<file path="src/rtl/riscv_multicycle_ctrl.sv">
// Multi-cycle sequencing controller for the RV32 datapath.
// Walks each instruction through FETCH/DECODE/EXEC/MEM/WB, and handshakes
// with instruction and data memory using req/ready. While rst is high,
// every output reads as zero. Any opcode outside the supported set parks
// the core in HALT until the next reset.

package riscv_multicycle_pkg;

  typedef logic [31:0] word_t;

  localparam logic [6:0] OPC_R_TYPE = 7'b0110011;
  localparam logic [6:0] OPC_I_TYPE = 7'b0010011;
  localparam logic [6:0] OPC_LW     = 7'b0000011;
  localparam logic [6:0] OPC_SW     = 7'b0100011;
  localparam logic [6:0] OPC_BEQ    = 7'b1100011;

  localparam logic [1:0] ALU_ADD   = 2'b00;
  localparam logic [1:0] ALU_SUB   = 2'b01;
  localparam logic [1:0] ALU_FUNCT = 2'b10;

  typedef enum logic [2:0] {
    ST_FETCH  = 3'd0,
    ST_DECODE = 3'd1,
    ST_EXEC   = 3'd2,
    ST_MEM_RD = 3'd3,
    ST_MEM_WR = 3'd4,
    ST_WB     = 3'd5,
    ST_BRANCH = 3'd6,
    ST_HALT   = 3'd7
  } state_t;

endpackage

module riscv_multicycle_ctrl
  import riscv_multicycle_pkg::*;
(
  input  logic        clk,
  input  logic        rst,
  input  logic [31:0] instruction,
  input  logic        zero,
  input  logic        imem_ready,
  input  logic        dmem_ready,
  output logic        imem_req,
  output logic        dmem_req,
  output logic        dmem_we,
  output logic        ir_we,
  output logic        aluout_we,
  output logic [1:0]  alu_op,
  output logic        alu_src_b,
  output logic        reg_we,
  output logic        wb_sel,
  output logic        pc_we,
  output logic        pc_src,
  output logic        retire,
  output logic        illegal,
  output logic [31:0] instret,
  output logic [2:0]  state
);

  state_t     state_q;
  state_t     state_d;
  word_t      instret_q;
  logic       illegal_q;
  logic       illegal_d;

  // Kept as a net so the retire count can be steered combinationally.
  wire [31:0] instret_d;

  logic [6:0] opcode;
  logic       is_r;
  logic       is_i;
  logic       is_lw;
  logic       is_sw;
  logic       is_beq;
  logic       is_legal;

  // Only the opcode field matters to sequencing; the rest belongs to the datapath.
  wire unused_instr_bits = ^instruction[31:7];

  // Classify the opcode held in the instruction register.
  always_comb begin
    opcode   = instruction[6:0];
    is_r     = (opcode == OPC_R_TYPE);
    is_i     = (opcode == OPC_I_TYPE);
    is_lw    = (opcode == OPC_LW);
    is_sw    = (opcode == OPC_SW);
    is_beq   = (opcode == OPC_BEQ);
    is_legal = is_r | is_i | is_lw | is_sw | is_beq;
  end

  // Next-state sequencing; memory states wait for their ready handshake.
  always_comb begin
    state_d = state_q;
    case (state_q)
      ST_FETCH: begin
        if (imem_ready) begin
          state_d = ST_DECODE;
        end
      end
      ST_DECODE: begin
        if (is_r || is_i || is_lw || is_sw) begin
          state_d = ST_EXEC;
        end else if (is_beq) begin
          state_d = ST_BRANCH;
        end else begin
          state_d = ST_HALT;
        end
      end
      ST_EXEC: begin
        if (is_lw) begin
          state_d = ST_MEM_RD;
        end else if (is_sw) begin
          state_d = ST_MEM_WR;
        end else begin
          state_d = ST_WB;
        end
      end
      ST_MEM_RD: begin
        if (dmem_ready) begin
          state_d = ST_WB;
        end
      end
      ST_MEM_WR: begin
        if (dmem_ready) begin
          state_d = ST_FETCH;
        end
      end
      ST_WB:     state_d = ST_FETCH;
      ST_BRANCH: state_d = ST_FETCH;
      ST_HALT:   state_d = ST_HALT;
      default:   state_d = ST_HALT;
    endcase
  end

  // The illegal flag latches on the DECODE->HALT step and never clears on its own.
  always_comb begin
    illegal_d = illegal_q | ((state_q == ST_DECODE) & ~is_legal);
  end

  // Retire count advances once per retire pulse and wraps naturally.
  assign instret_d = retire ? (instret_q + 32'd1) : instret_q;

  // State, retire counter and sticky illegal flag.
  always_ff @(posedge clk or posedge rst) begin
    if (rst) begin
      state_q   <= ST_FETCH;
      instret_q <= '0;
      illegal_q <= 1'b0;
    end else begin
      state_q   <= state_d;
      instret_q <= instret_d;
      illegal_q <= illegal_d;
    end
  end

  // Control outputs decoded from state and opcode; zero throughout reset so
  // an in-flight request drops immediately and no write can complete.
  always_comb begin
    imem_req  = 1'b0;
    dmem_req  = 1'b0;
    dmem_we   = 1'b0;
    ir_we     = 1'b0;
    aluout_we = 1'b0;
    alu_op    = ALU_ADD;
    alu_src_b = 1'b0;
    reg_we    = 1'b0;
    wb_sel    = 1'b0;
    pc_we     = 1'b0;
    pc_src    = 1'b0;
    retire    = 1'b0;
    illegal   = 1'b0;
    if (!rst) begin
      illegal = illegal_q;
      case (state_q)
        ST_FETCH: begin
          imem_req = 1'b1;
          ir_we    = imem_ready;
        end
        ST_EXEC: begin
          aluout_we = 1'b1;
          alu_op    = (is_r || is_i) ? ALU_FUNCT : ALU_ADD;
          alu_src_b = is_i | is_lw | is_sw;
        end
        ST_MEM_RD: begin
          dmem_req = 1'b1;
          dmem_we  = 1'b0;
        end
        ST_MEM_WR: begin
          dmem_req = 1'b1;
          dmem_we  = 1'b1;
          // A store retires on the edge where memory accepts it.
          if (dmem_ready) begin
            pc_we  = 1'b1;
            pc_src = 1'b0;
            retire = 1'b1;
          end
        end
        ST_WB: begin
          reg_we = 1'b1;
          wb_sel = is_lw;
          pc_we  = 1'b1;
          pc_src = 1'b0;
          retire = 1'b1;
        end
        ST_BRANCH: begin
          alu_op    = ALU_SUB;
          alu_src_b = 1'b0;
          pc_we     = 1'b1;
          pc_src    = zero;
          retire    = 1'b1;
        end
        default: begin
        end
      endcase
    end
  end

  assign instret = instret_q;
  assign state   = rst ? 3'd0 : 3'(state_q);

endmodule

</file>
<file path="config.mk">
export PLATFORM = sky130hd
export DESIGN_NAME = riscv_multicycle_ctrl
export DESIGN_NICKNAME = d
export VERILOG_FILES = /design/src/rtl/riscv_multicycle_ctrl.sv
export SDC_FILE = /design/constraint.sdc
export NUM_CORES = 1
export LEC_CHECK = 0
export ABC_CLOCK_PERIOD_IN_PS = 2000
export CAP_MARGIN = 15
export CORE_MARGIN = 8
export CORE_UTILIZATION = 28
export DETAILED_ROUTE_END_ITERATION = 16
export SYNTH_ARGS = -nofsm -noshare
export SYNTH_HDL_FRONTEND = slang
export SYNTH_SLANG_ARGS = --single-unit
</file>
<file path="constraint.sdc">
create_clock -name clk -period 2 [get_ports clk]
set_input_delay 0.2 -clock clk [delete_from_list [all_inputs] [get_ports clk]]
set_output_delay 0.2 -clock clk [all_outputs]
set_load 0.02 [all_outputs]
</file>
Word level (Yosys, flattened, before mapping)
Index checks and enable logic that the tools add are counted.
{"block": "totals", "output_inout_bits": 49, "ff_bits": 36, "elab_cells": 69, "in_bits": 37}
{"block": "op_classes", "n_addsub": 1, "eq_ne": 15, "n_bitwise": 9, "n_mux": 34, "reduce_logical": 7}
{"op": "adder 32 x 1 -> 32 bit (second input constant)", "n": 1}
{"op": "2-to-1 mux 1 bit", "n": 23}
{"op": "one-hot mux 3 bit (7 select lines)", "n": 1}
{"op": "2-to-1 mux 3 bit", "n": 6}
{"op": "== test 7 x 6 -> 1 bit (second input constant)", "n": 2}
{"op": "== test 3 bit (second input constant)", "n": 4}
{"op": "== test 7 x 2 -> 1 bit (second input constant)", "n": 1}
{"op": "== test 7 x 5 -> 1 bit (second input constant)", "n": 1}
{"op": "== test 7 bit (second input constant)", "n": 1}
{"op": "bitwise OR 1 bit", "n": 7}
{"op": "== test 3 x 2 -> 1 bit (second input constant)", "n": 2}
{"op": "!= test 2 bit (second input constant)", "n": 3}
{"op": "2-to-1 mux 2 bit", "n": 2}
{"op": "one-hot mux 2 bit (2 select lines)", "n": 1}
{"op": "OR reduction 2 bit", "n": 2}
{"op": "== test 3 x 1 -> 1 bit (second input constant)", "n": 1}
{"op": "logical NOT 3 bit", "n": 1}
{"op": "logical OR 1 bit", "n": 3}
{"op": "AND reduction 3 bit", "n": 1}
{"op": "one-hot mux 1 bit (2 select lines)", "n": 1}
{"op": "bitwise AND 1 bit", "n": 1}
{"op": "NOT 1 bit", "n": 1}

Logic depth before layout (Yosys ltp)
Gate-level depths: netlist (run 1).
{"block": "logic_depth", "depth_word": 8, "mapped_depth": 7, "ltp_nobuf": 6}

Least setup slack after synthesis (run 1)
No wires, ideal clock.
{"block": "synth_path", "kind": "reg2out", "from": "register state_q[1]", "to": "output alu_src_b", "path_stages_with_launch": 6, "n_path_buf": 1, "setup_slack_ps": 100, "arrival_time_ps": 1700, "required_ps": 1800, "cell_sequence": "dfrtp_1 > clkbuf_1 > nand2b_1 > nor3_1 > nand2_1 > a21oi_1"}
{"block": "synth_between", "elab_chain_cells": 3}
{"item": "start, declared", "line_no": "60", "text": "state_t state_q;"}
{"item": "start signal, assigned", "line_no": "150", "text": "state_q <= state_d;"}
{"item": "== test 3 x 2 -> 1 bit", "line_no": "174", "text": "case (state_q)"}
{"item": "2-to-1 mux 1 bit", "line_no": "174"}
{"item": "2-to-1 mux 1 bit", "line_no": "172", "text": "if (!rst) begin"}
{"item": "end, declared", "line_no": "49", "text": "output logic alu_src_b,"}
Every way passes these cells.

Worst setup path in the final report (run 1)
{"block": "layout_path", "from": "register state_q[1]", "to": "output retire"}
{"block": "layout_between", "elab_chain_cells": 4, "word_cells_on_any_way": 6, "classes_between": "eq/ne: 3; mux: 2; reduce/logical: 1"}
{"item": "== test 3 bit", "line_no": "174"}
{"item": "OR reduction 2 bit (no line)"}
{"item": "one-hot mux 1 bit (2 select lines) (*)", "line_no": "174"}
{"item": "2-to-1 mux 1 bit (*)", "line_no": "172"}
{"item": "end, declared", "line_no": "54", "text": "output logic retire,"}
Every way passes the cells marked *; elsewhere a longest branch is shown, timed or not.

==> impl_metrics.csv, run 1 <==
group,metric,value,unit
route,drtIter0Drc,38,
finish,fin_cells,339,
global_routing,grt_pass1_wl,8.07,mm
die,ios,86,
die,die_x,96.9,um
pwr,seqPwrFrac,38.8,%
place,hpwl,3.70,mm
synthesis,ys_async_sr_fraction,100,%
synthesis,synth.area.mux_share,0.614,%
die,rows,29,
synthesis,yosysSeqAreaShare,49.1,%
run,cap_violations,0,
worst_setup_path,reg2reg_slack,0.17,ns
cts,clk_pin_slew_worst_paths,0.08,ns
place,numPortBuffers,60,
synthesis,synth_top_area_share,49.1,%
cts,htreeDepth,2,
synthesis,synth_area,1830,um2
synthesis,synth-simple-area-share,28.7,%
finish,n_fill_cell,617,
timing,fmax,519,MHz
synthesis,yosysMostFrequentCell,"dfrtp_1",
pwr,p_sw_share,34.0,%
route,wl,4.67,mm
synthesis,synth_cells,179,
synthesis,synth-seq-cells,36,
cts,tritoncts,"built",
worst_setup_path,cp-startpoint,"state_q[1]$_DFFE_PP0P_",
synthesis,synth_top_cell_by_area,"dfrtp_1",
route,wl_per_cell,13.8,um
worst_setup_path,critical_path_required,1.80,ns
worst_setup_path,r2r_end,"instret[7]$_DFFE_PP0P_",
status,outcome,"complete, no violations",
global_routing,grt_max_degree,23,
die,initial_core_util,28.9,%
worst_setup_path,path_class,"reg2out",
place,placed_cell_area,2650,um2
cts,root_buffer,"clkbuf_8",
pwr,switchingPower,0.000829,W
place,place_inst,331,
global_routing,grt_usage,10.1,%
synthesis,synth_xor_area_share,14.8,%
timing,fin_hold_ws,0.336,ns
finish,layout.nets,299,
pwr,power_leakage,1.29,nW
pwr,cell_internal_pwr,0.00161,W
cts,cts_setup_buffers,0,
timing,finalWorstSetupSlack,0.0748,ns
synthesis,synth_ff_type,"dfrtp_1",
timing,post-route-period-util,96.3,%
finish,drive_above_1_share,16.0,%
die,die-area,9390,um2
worst_setup_path,r2r-start,"state_q[1]$_DFFE_PP0P_",
finish,final_cell_area,2760,um2
pwr,power_density,883,nW/um2
cts,clkSinkCount,36,
cts,clockBufferDepth,2,
synthesis,synth_fa_ha_area_share,0.683,%
cts,cts_buffers,5,
cts,worstSkewPairLatency,0.29,ns
worst_setup_path,critPathLaunchType,"flop",
route,vias,1583,
route,drc,0,
place,place_ws,-0.207,ns
worst_setup_path,reg2reg_depth,6,
synthesis,ys.warnings.count,0,
worst_setup_path,cp_max_fo,8,
global_routing,antenna_found_initial,0,
synthesis,netlist_top_cells_count,"dfrtp_1 (36), xnor2_1 (20), nand2_1 (16)",
synthesis,synth_top_family_by_area,"simple AND/OR/NAND/NOR gates",
timing,period_minus_slack,1.93,ns
timing,hold_violations,0,
timing,finalClockSkew,0.0109,ns
route,drt_first_pass_iters,4,
pwr,clockPowerShare,26.4,%
timing,rsz0062_at_grt,"false",
synthesis,synth_compound_area_share,3.41,%
timing,worst_pin_slew,0.354,ns
pwr,finalPower,0.00244,W
synthesis,synthTopCellsByArea,"dfrtp_1 (49%), xnor2_1 (9.6%), xor2_1 (5.3%)",
route,ant_nets,0,
synthesis,synth.distinct_cells,36,
die,dieHeight,96.9,um
synthesis,synth_edf_count,0,
pwr,power_frac_comb,34.8,%
timing,drv_slew,0,
timing,setup_viol,0,
worst_setup_path,crit_path_end_kind,"primary output",
synthesis,synth_fp_nets,217,
global_routing,overflow,0,
timing,slew_headroom,75.8,%
synthesis,syn_avg_cell_area,10.2,um2
worst_setup_path,critPathArrivalTime,1.73,ns
die,core,6350,um2
place,gp_congestion,0.759,
pwr,max-vdd-ir-drop,0.000375,V
route,detail_route.vias_per_cell,4.67,
global_routing,grt_pass1_vias,1647,
finish,diodes,0,
worst_hold_path,min_path_type,"in2async",
worst_setup_path,worstSetupEndpoint,"retire",
finish,area_delta_synth_final,50.7,%
[metal layers]
metal / track usage (%) / routed length [um]
met5: 0 / 0
met4: 2.84 / 42
met3: 4.55 / 443
met2: 15.5 / 2090
met1: 12.3 / 2090
[how the worst min path moves through the flow]
stage / from / to / depth (start not counted)
floorplan: imem_ready / state_q[0]$_DFFE_PP0P_ / 2
global placement: illegal_q$_DFF_PP0_ / illegal_q$_DFF_PP0_ / 1
detailed placement: illegal_q$_DFF_PP0_ / illegal_q$_DFF_PP0_ / 1
CTS: rst / instret[3]$_DFFE_PP0P_ / 3
global route: rst / instret[2]$_DFFE_PP0P_ / 3
finish: rst / instret[3]$_DFFE_PP0P_ / 3
[cell families (layout without fill, tap and decap cells)]
kind of cell	count (synthesis)	count (layout)
compound gates	10	10
xor+xnor	31	31
fa+ha+maj	1	1
buf+inv	10	93
flops	36	36
mux	1	1
simple gates	90	90
[flip-flops by register name (all words and copies together) (netlist names)]
| signal | flops |
|---|---|
| illegal_q | 1 |
| state_q | 3 |
| instret | 32 |
[worst max-delay path, cell delays in order (launching register included)]
cell,delay [ns]
dfrtp_2,0.45
or3_1,0.39
and3_2,0.25
dlygate4sd2_1,0.35
[area by class of cell]
cell class	instances	area, um2	area share (%)
Sequential cell	36	905	32.7
Multi-Input combinational cell	133	896	32.4
Timing Repair Buffer	80	736	26.6
Tap cell	77	96.3	3.49
Clock buffer	5	68.8	2.49
Clock inverter	3	42.5	1.54
Inverter	5	18.8	0.679
[what timing repair did]
item	CTS	global route
gates resized for setup	12	8
hold buffers	0	0
setup endpoints to repair	11	7
[power groups by stage]
stage                     registers [W]  logic [W]  clock network, W
after detailed placement       0.000957   0.000890                 0
after global placement         0.000955   0.000885                 0
after floorplan                0.000973   0.000449                 0
after global routing           0.000967   0.000942          0.000691
after CTS                      0.000943   0.000867          0.000660
final                          0.000947   0.000849          0.000644
[stage by stage]
step / TNS, ns / utilization (%)
floorplan: 0 / -
global placement: -1.16 / 41.7
detailed placement: -1.38 / 41.7
CTS: 0 / 43.3
global route: 0 / 43.5
finish: 0 / 43.5
[cell usage in the layout, fill, tap and decap left out, drive strengths merged, types with 2 or more instances in the layout]
cell / n
a21oi: 2
a31oi: 2
and2: 3
and3: 9
and4: 3
buf: 20
clkbuf: 6
clkdlybuf4s50: 48
dfrtp: 36
dlygate4sd2: 10
inv: 5
nand2: 16
nand2b: 6
nand3: 8
nand4: 8
nor2: 15
nor2b: 6
nor3: 5
nor3b: 2
nor4: 3
o21ai: 2
or3: 3
xnor2: 20
xor2: 11
Power figures use the tool's default switching activity.
==> run 2: changes to the inputs <==
--- a/config.mk
+++ b/config.mk
@@ -10,6 +10,7 @@
 export CORE_MARGIN = 8
 export CORE_UTILIZATION = 28
 export DETAILED_ROUTE_END_ITERATION = 16
+export PLACE_DENSITY = 0.69
 export SYNTH_ARGS = -nofsm -noshare
 export SYNTH_HDL_FRONTEND = slang
 export SYNTH_SLANG_ARGS = --single-unit
==> run 2 against run 1 <==
Non-clock buffer count fell by 6. Utilization fell by 0.77 points. Worst hold slack improved by 0.017 ns. Global-route usage rose by 0.19 points. Clock skew fell by 0.0043 ns. Sequential power rose by 2%. Fmax fell by 0.88%. Combinational power fell by 2.9%. Largest cell class unchanged.
==> impl_metrics.csv, run 2 (same netlist as run 1, synthesis figures left out) <==
group,metric,value,unit
place,placed_cell_area,2610,um2
timing,hold_violations,0,
cts,worstSkewPairLatency,0.29,ns
timing,rsz0062_at_grt,"false",
timing,drv_slew,0,
die,die_x,96.9,um
cts,clk_pin_slew_worst_paths,0.08,ns
finish,final_cell_area,2710,um2
finish,drive_above_1_share,14.1,%
timing,period_minus_slack,1.94,ns
pwr,power_density,895,nW/um2
global_routing,grt_usage,10.3,%
route,wl,4.60,mm
cts,root_buffer,"clkbuf_8",
place,hpwl,3.62,mm
worst_setup_path,critPathArrivalTime,1.74,ns
timing,setup_viol,0,
finish,diodes,0,
route,detail_route.vias_per_cell,4.56,
timing,finalClockSkew,0.00658,ns
die,core,6350,um2
worst_setup_path,critical_path_required,1.80,ns
global_routing,grt_max_degree,35,
cts,cts_buffers,5,
timing,slew_headroom,70.8,%
cts,clkSinkCount,36,
place,gp_congestion,0.804,
cts,cts_hold_buf,0,
pwr,max-vdd-ir-drop,0.000443,V
route,wl_per_cell,13.8,um
route,ant_nets,0,
timing,fin_setup_tns,0,ns
route,drtIter0Drc,72,
die,rows,29,
die,die-area,9390,um2
global_routing,grt_pass1_wl,8.08,mm
cts,cts_setup_buffers,0,
worst_setup_path,crit_path_end_kind,"primary output",
finish,final_cell_mix,"clkdlybuf4s50_1 (48), dfrtp_1 (33), xnor2_1 (20)",
timing,worst_pin_slew,0.438,ns
cts,tritoncts,"built",
global_routing,antenna_found_initial,0,
status,outcome,"complete, no violations",
run,cap_violations,0,
timing,fmax,515,MHz
worst_setup_path,path_class,"in2out",
cts,clockBufferDepth,2,
route,drt_first_pass_iters,4,
worst_setup_path,critPathLaunchType,"primary input",
worst_setup_path,cp_max_fo,5,
worst_hold_path,min_path_type,"in2async",
global_routing,grt_pass1_vias,1646,
finish,largest_reg_flops,32,
timing,post-route-period-util,97.1,%
route,drc,0,
finish,area_delta_synth_final,48.1,%
route,vias,1517,
die,dieHeight,96.9,um
global_routing,overflow,0,
finish,final_common_cell,"clkdlybuf4s50_1",
die,ios,86,
finish,layout.nets,293,
die,initial_core_util,28.9,%
place,numPortBuffers,60,
cts,htreeDepth,2,
pwr,power_leakage,1.25,nW
## run 2: changes by cell type in the layout (fill, tap and decap cells not counted), sizes merged
cell	before	now
buf	20	14
clkbuf	6	7
clkdlybuf4s15	0	1
dlygate4sd2	10	8
## run 2: layer usage
metal	share of wire, %	global-route usage, %	wire length, um
met3	10	5.90	472
met4	1.2	2.84	53
met2	45	16.4	2070
met5	0	0	0
met1	43	11.3	2000
## run 2: path summary, 6_finish.rpt
path	start	end	slack, ns	cells past startpoint
worst min-delay path	rst	state_q[0]$_DFFE_PP0P_	0.35	3
worst min register to register	illegal_q$_DFF_PP0_	illegal_q$_DFF_PP0_	0.47	1
worst max register to register	state_q[1]$_DFFE_PP0P_	instret[27]$_DFFE_PP0P_	0.13	6
max in group asynchronous	rst	state_q[1]$_DFFE_PP0P_	1.01	4
worst max-delay path	rst	alu_op[0]	0.06	5
min in group clk	illegal_q$_DFF_PP0_	illegal_q$_DFF_PP0_	0.47	1
## run 2: per-stage QoR
stage	setup slack, ns	total power (W)	utilization [%]	hold WS (ns)	instances
after global routing	0.000600	0.00260	42.7	0.378	333
after floorplan	0.0999	0.00142	-	0.363	179
final	0.0577	0.00243	42.7	0.354	333
after CTS	0.00848	0.00247	42.8	0.363	333
after global placement	-0.175	0.00181	41.0	0.452	325
after detailed placement	-0.264	0.00183	41.0	0.460	325
## run 2: layout make-up
| cell class | count | area (um2) |
|---|---|---|
| Fill cell | 627 | 3640 |
| Sequential cell | 36 | 905 |
| Clock inverter | 3 | 42.5 |
| Timing Repair Buffer | 74 | 688 |
| Tap cell | 77 | 96.3 |
| Multi-Input combinational cell | 133 | 895 |
| Clock buffer | 5 | 68.8 |
| Inverter | 5 | 18.8 |
## run 2: timing repair
| item | 4_1_cts | 5_1_grt |
|---|---|---|
| setup endpoints to repair | 12 | 7 |
| hold endpoints to repair | 0 | 0 |
| resized for setup | 15 | 7 |
## run 2: worst max-delay path, cell delays in order
cell,delay (ns)
clkdlybuf4s50_1,0.51
nand2b_4,0.19
buf_4,0.14
nor2_1,0.09
clkdlybuf4s50_1,0.61
## run 2: report_power, final
part / total, W / switching, W / internal (W)
logic: 0.000824 / 0.000413 / 0.000411
registers: 0.000965 / 0.000149 / 0.000816
clock network: 0.000640 / 0.000271 / 0.000369
